==> src/rtl/interp2_pkg.sv <==
// Shared types and midpoint arithmetic for the 2x interpolating upsampler.
// Define INTERP2_ROUND_EN to round midpoints half up instead of flooring.
package interp2_pkg;

    // Widest operand the midpoint helper supports; callers zero-extend into it.
    localparam int MID_MAX_W = 32;

    typedef enum logic [1:0] {
        S_IDLE = 2'd0,
        S_MID  = 2'd1,
        S_SMP  = 2'd2
    } state_t;

    // The sum carries one extra bit, so neither floor nor round-half-up can wrap.
    function automatic logic [MID_MAX_W-1:0] midpoint(
        input logic [MID_MAX_W-1:0] a,
        input logic [MID_MAX_W-1:0] b
    );
        logic [MID_MAX_W:0] sum;
        sum = {1'b0, a} + {1'b0, b};
`ifdef INTERP2_ROUND_EN
        sum = sum + {{MID_MAX_W{1'b0}}, 1'b1};
`else
        sum = sum;
`endif
        return MID_MAX_W'(sum >> 1);
    endfunction

endpackage

==> src/rtl/interp2_midpoint.sv <==
// Combinational midpoint of two unsigned samples (floor, or round half up
// when INTERP2_ROUND_EN is defined).
module interp2_midpoint
    import interp2_pkg::*;
#(
    parameter int G_DATA_SIZE = 10
) (
    input  logic [G_DATA_SIZE-1:0] a_i,
    input  logic [G_DATA_SIZE-1:0] b_i,
    output logic [G_DATA_SIZE-1:0] mid_o
);

    assign mid_o = G_DATA_SIZE'(midpoint(MID_MAX_W'(a_i), MID_MAX_W'(b_i)));

endmodule

==> src/rtl/interp2_upsampler.sv <==
// Streaming 2x linear-interpolation upsampler: each sample emits the midpoint
// with its predecessor, then itself. Rounding selected by INTERP2_ROUND_EN.
module interp2_upsampler
    import interp2_pkg::*;
#(
    parameter int G_DATA_SIZE = 10
) (
    input  logic                   clk,
    input  logic                   reset,
    input  logic                   flush,
    input  logic                   in_valid,
    output logic                   in_ready,
    input  logic [G_DATA_SIZE-1:0] in_data,
    output logic                   out_valid,
    input  logic                   out_ready,
    output logic [G_DATA_SIZE-1:0] out_data
);

    state_t                   state_q, state_d;
    // last_q is both the predecessor for the next midpoint and the sample still
    // to be emitted after a midpoint; the midpoint itself lives in out_data_q.
    logic [G_DATA_SIZE-1:0]   last_q, last_d;
    logic [G_DATA_SIZE-1:0]   out_data_q, out_data_d;
    logic                     hist_valid_q, hist_valid_d;
    logic [G_DATA_SIZE-1:0]   mid_calc;
    logic                     accept;

    interp2_midpoint #(
        .G_DATA_SIZE(G_DATA_SIZE)
    ) u_midpoint (
        .a_i   (last_q),
        .b_i   (in_data),
        .mid_o (mid_calc)
    );

    // The sample slot frees up exactly when the pending sample output is taken.
    assign in_ready  = !reset && ((state_q == S_IDLE) || ((state_q == S_SMP) && out_ready));
    assign accept    = in_valid && in_ready;
    assign out_valid = (state_q != S_IDLE);
    assign out_data  = out_data_q;

    always_comb begin
        state_d      = state_q;
        last_d       = last_q;
        out_data_d   = out_data_q;
        hist_valid_d = flush ? 1'b0 : hist_valid_q;
        if (accept) begin
            last_d       = in_data;
            hist_valid_d = 1'b1;
            if (hist_valid_q && !flush) begin
                out_data_d = mid_calc;
                state_d    = S_MID;
            end else begin
                out_data_d = in_data;
                state_d    = S_SMP;
            end
        end else begin
            case (state_q)
                S_MID: begin
                    if (out_ready) begin
                        out_data_d = last_q;
                        state_d    = S_SMP;
                    end
                end
                S_SMP: begin
                    if (out_ready) begin
                        state_d = S_IDLE;
                    end
                end
                default: begin
                    state_d = state_q;
                end
            endcase
        end
    end

    always_ff @(posedge clk) begin
        if (reset) begin
            state_q      <= S_IDLE;
            last_q       <= '0;
            out_data_q   <= '0;
            hist_valid_q <= 1'b0;
        end else begin
            state_q      <= state_d;
            last_q       <= last_d;
            out_data_q   <= out_data_d;
            hist_valid_q <= hist_valid_d;
        end
    end

endmodule
==> config.mk <==
export PLATFORM = sky130hd
export DESIGN_NAME = interp2_upsampler
export DESIGN_NICKNAME = d
export VERILOG_FILES = /design/src/rtl/interp2_pkg.sv /design/src/rtl/interp2_midpoint.sv /design/src/rtl/interp2_upsampler.sv
export SDC_FILE = /design/constraint.sdc
export NUM_CORES = 1
export LEC_CHECK = 0
export ABC_AREA = 1
export CORE_MARGIN = 3
export CORE_UTILIZATION = 49
export CTS_CLUSTER_SIZE = 28
export DETAILED_ROUTE_END_ITERATION = 7
export HOLD_SLACK_MARGIN = 0.15
export PLACE_DENSITY_LB_ADDON = 0.1
export SLEW_MARGIN = 40
export SYNTH_ARGS = -nofsm -noshare
export SYNTH_HDL_FRONTEND = slang
export SYNTH_HIERARCHICAL = 1
export SYNTH_SLANG_ARGS = --single-unit
==> constraint.sdc <==
create_clock -name clk -period 1.7 [get_ports clk]
set_input_delay 0.34 -clock clk [delete_from_list [all_inputs] [get_ports clk]]
set_output_delay 0.34 -clock clk [all_outputs]
set_load 0.02 [all_outputs]
# ---- After elaboration in Yosys (flattened, before gate mapping)
# Index checks and enable logic that the tools add are counted.
# W data, S select, Z words.
dict set report totals {
  regBits 23
  inputBits 15
  out_inout_bits 12
}
dict set report classes {
  addsub 1
  n_eq_ne 4
  n_mux 11
  n_reduce_logical 15
}
# operator count
set op_table {}
lappend op_table {{$mux W10} 4}
lappend op_table {{$add A10 B10 Y11} 1}
lappend op_table {{$mux W2} 4}
lappend op_table {{$reduce_bool A2 Y1} 4}
lappend op_table {{$ne A3 B3 Y1 const B} 2}
lappend op_table {{$logic_and A1 B1 Y1} 4}
lappend op_table {{$pmux W2 S2} 1}
lappend op_table {{$reduce_and A3 Y1} 1}
lappend op_table {{$reduce_bool A3 Y1} 1}
lappend op_table {{$eq A2 B1 Y1 const B} 1}
lappend op_table {{$eq A2 B2 Y1 const B} 1}
lappend op_table {{$logic_not A1 Y1} 2}
lappend op_table {{$logic_not A2 Y1} 1}
lappend op_table {{$mux W1} 2}
lappend op_table {{$reduce_and A2 Y1} 1}
lappend op_table {{$logic_or A1 B1 Y1} 1}

# ---- Longest topological paths before layout
dict set report depth {
  ltp_word 7
  mapped_depth 15
  ltp_nobuf 15
}

# ---- Hierarchy
# Netlist, hierarchy kept.
# mod n_inst cells_per_inst area_per_inst_um2 seq_area_each_um2
set modules_own_cells {}
lappend modules_own_cells {interp2_upsampler 1 195 1268.7 460.4}
lappend modules_own_cells {interp2_midpoint 1 92 499.2 0.0}

# ---- Least setup slack after synthesis
# No wires, ideal clock.
dict set report synth_timing {
  path_type {reg2reg}
  startpoint {reg last_q[1]}
  endpoint {reg out_data_q[7], in the netlist out_data[7]}
  setup_time_ns 0.109
  t_arrival_ns 1.571
  t_required_ns 1.591
  slack_ns 0.020
  path_stages_with_launch 13
  n_path_buf 0
  path_cell_list {dfxtp_1 -> inv_1 -> fa_1 -> o21ai_2 -> nand2_1 -> nand3_1 -> nand2_1 -> nand3_1 -> nand2_1 -> nand2_1 -> nand3_1 -> nand2_1 -> inv_1}
}
dict set report synth_between {
  elab_chain_len 3
}
# item line_no
set synth_rtl {}
lappend synth_rtl {{from (decl)} interp2_upsampler.sv:22} ;# logic [G_DATA_SIZE-1:0] last_q, last_d;
lappend synth_rtl {{from (signal assigned)} interp2_upsampler.sv:85} ;# last_q <= last_d;
lappend synth_rtl {{$add A10 B10 Y11} interp2_pkg.sv:20} ;# sum = {1'b0, a} + {1'b0, b};
lappend synth_rtl {{net mid_calc[7]} interp2_upsampler.sv:25} ;# logic [G_DATA_SIZE-1:0] mid_calc;
lappend synth_rtl {{$mux W10} interp2_upsampler.sv:50} ;# if (hist_valid_q && !flush) begin
lappend synth_rtl {{$mux W10} interp2_upsampler.sv:47} ;# if (accept) begin
lappend synth_rtl {{to (signal assigned)} interp2_upsampler.sv:86} ;# out_data_q <= out_data_d;
lappend synth_rtl {{to (decl)} interp2_upsampler.sv:23} ;# logic [G_DATA_SIZE-1:0] out_data_q, out_data_d;
# The timed path passes the listed nets, and every way through them passes these cells.
# A chain may end at the register's enable or synchronous reset.

# ---- Worst setup path after layout
dict set report layout_timing {
  startpoint {reg last_q[6]}
  endpoint {reg out_data_q[7], in the netlist out_data[7]}
}
# Same word-level chain as after synthesis.

==> out/results.txt <==
Storage element area: 475 um2
Critical-path cell list: ha_4 -> nand2_1 -> inv_1 -> a21oi_1 -> nand2_1 -> nand2_1 -> nand2_1 -> nand3_1 -> nand2_1 -> nand2_1 -> nand3_1 -> nand2_1 -> inv_1
Max Slew Vio Count: 0
Final Cycle Share: 99.7%
Psw: 0.000476 W
Worst-Margin Slew: 0.340 ns
DR DRC count: 0
DR WL/cell: 11.6 um
Clock Skew: 0.00430 ns
Buf/Inv on CP: 2
CTS Sinks: 23
Post-synth EDFFs: 0
Sequential-to-total area share from yosys stat: 26.0%
Final std cells w/o fill: 394
Gr usage total: 21.8%
Die Y: 66.1 um
Share of cells above drive strength 1: 29.3%
Hold Path Cell Cnt: 2
ANT cells: 0
Max-Cap Viols: 0
CP Launch Type: flop
Worst hold path type: reg -> reg
Number of port buffers: 26
Nature of the critical path endpoint: flop
Slowest cell on crit path: dfxtp_1
Layout area overhead: 45.9%
Top-count cell post-synth: nand2_1
Min Tclk post-route: 1.69 ns
R2r setup slk: 0.006 ns
Hold slack: 0.512 ns
Most used cell, CP: nand2_1
Clock transition at path regs: 0.13 ns
Max_slew headroom: 77.3%
Top_reg_cell synth: dfxtp_1
Worst R2R Path Depth: 13
Vias per std cell: 4.92
Synth area leaders: dfxtp_1, nand2_1, inv_1, nand3_1, ha_1
Largest net degree at the start of global routing: 22
Combinational share of power: 38.6%
Arrival time worst endpoint: 1.93 ns
Worst skew pair latency: 0.32 ns
Die width: 66.1 um
Placed cell areas: 0.00234 mm2
Fillcell total: 282
Syn avg cell area: 6.16 um2
Via count: 1938
Vias in the first global route: 1779
Area of the core: 0.00342 mm2
Remaining global-route overflow: 0
Final Instance Area: 0.00258 mm2
H-tree depth: 1
Multi-input logic area: 0.00124 mm2
# rows: 21
Critical path peak fanout: 4
Crit path kind: reg -> reg
CP peak stage delay: 0.40 ns
Placed instance count: 389
Mapped Area: 0.00177 mm2
VDD IR max: 0.460 mV
Post-synth top cells: nand2_1, inv_1, nand3_1
Sequential power share: 42.4%
ANT nets after route: 0
Root Driver: clkbuf_4
Post-Route Utilization: 75.5%
Post-DP HPWL: 3.30 mm
Area share of the largest cell type after synthesis: 26.0%
Inserted Clock Buffers: 3
Launch point of the worst reg-to-reg path: last_q[6]
DIE AREA: 0.00436 mm2
Hold path start: last_q[8]
First-pass GRT wire length: 7.42 mm
Worst Hold Path EP: last_q[8]
Net Count, Synth: 312
Req. time, crit path: 1.94 ns
TritonRoute pass-1 iters: 4
Initial antenna violation count: 0
CTS tree: built
Clock power frac: 19.0%
Leak: 1.39 nW
GP Congestion: 0.877
Yosys reg bits: 23
Post-synth ARST share: 0%
Area leader, netlist: dfxtp_1
Outcome: completed
Final hold viol count: 0
IO Pins: 27
Max Clk Rate: 590 MHz
Pwr Density: 542 mW/mm2
Cell variety after synth: 28
Endpoints failing setup: 0
Critical R2R Capture: out_data[7]
Pint: 0.000922 W
Post-Syn Instances: 287
Switch share: 34.0%
Family with the most delay on the worst path: simple AND/OR/NAND/NOR gates
WL final: 4.57 mm
RSZ-0062 raised after global routing: true
Initial DRC count: 74
Yosys warning count: 6
Initial Utilization: 51.8%
Max clock buf depth: 2
Nets: 374
worst min-delay path: cells and delay by family, from the launching register on:
family / cells / cell delay, ns
AO/OA/AOI/OAI: 1 / 0.06
flip-flops: 1 / 0.37
AND/OR/NAND/NOR: 1 / 0.07
flip-flops by register name, summed over array words and instances (netlist names):
register and flops:
hist_valid_q 1, last_q 10, out_data 10, state_q 2
cell families after synthesis:
kind of cell,synth area share (%)
xor gates and xnor gates,1.49
AOI/OAI and AO/OA,8.56
adders and majority gates,7.50
buffers and inverters,15.6
DFF,26.0
and+or+nand+nor,40.8
per-stage QoR:
stage	setup slack, ns	power (W)	setup TNS [ns]
2_1_floorplan	0.0203	0.000872	0
3_3_place_gp	-0.486	0.00107	-4.50
3_5_place_dp	-0.513	0.00108	-4.70
4_1_cts	0.00753	0.00137	0
5_1_grt	-0.102	0.00150	-0.469
6_report	0.00584	0.00140	0
layer usage:
metal	GRT usage (%)	vias to the layer above	share of wire (%)
li1	-	1002	-
met1	25.5	882	43
met2	39.8	44	51
met3	3.74	10	3.7
met4	7.11	0	2.5
met5	0	-	0
worst max-delay path by stage:
| stage | from | cells past startpoint | slack, ns | to |
|---|---|---|---|---|
| 2_1_floorplan | last_q[1] | 12 | 0.02 | out_data[7] |
| 3_3_place_gp | in_data[0] | 14 | -0.49 | out_data[9] |
| 3_5_place_dp | in_data[0] | 13 | -0.51 | out_data[7] |
| 4_1_cts | last_q[1] | 13 | 0.008 | out_data[6] |
| 5_1_grt | last_q[6] | 13 | -0.10 | out_data[7] |
| 6_report | last_q[6] | 13 | 0.006 | out_data[7] |
placed cells by master, fill, tap and decap left out, drive strengths merged:
cell,synthesis,final
nand3b,1,1
dfxtp,23,23
nand2,113,113
dlygate4sd2,0,10
a21boi,1,1
or2,1,1
nand3,37,37
o21ai,3,3
inv,54,54
xnor2,1,1
ha,9,9
a21oi,17,17
fa,1,1
nor2,8,8
a21o,1,1
xor2,2,2
buf,8,42
clkbuf,2,4
nand4,1,1
nor3,1,1
a31oi,1,1
clkdlybuf4s50,0,15
o21bai,2,2
final cells by class:
cell class	instances	area share [%]
clock buffer	4	1.02
inverter	54	7.86
multi-input combinational	200	48.2
sequential	23	18.4
tap	46	2.23
timing repair buffer	67	22.3
power by group through the flow:
stage	sequential [W]	combinational [W]	clock (W)
floorplan	0.000620	0.000253	0
global placement	0.000600	0.000474	0
detailed placement	0.000601	0.000480	0
CTS	0.000593	0.000501	0.000274
global route	0.000596	0.000600	0.000300
finish	0.000593	0.000540	0.000265
timing repair:
item / CTS / global route
resized for setup: 29 / 31
setup buffers: 0 / 1
pin swaps: 9 / 22
endpoints found under the setup margin: 11 / 9
hold buffers: 0 / 0
No activity file was read; power rests on OpenSTA's default activity.
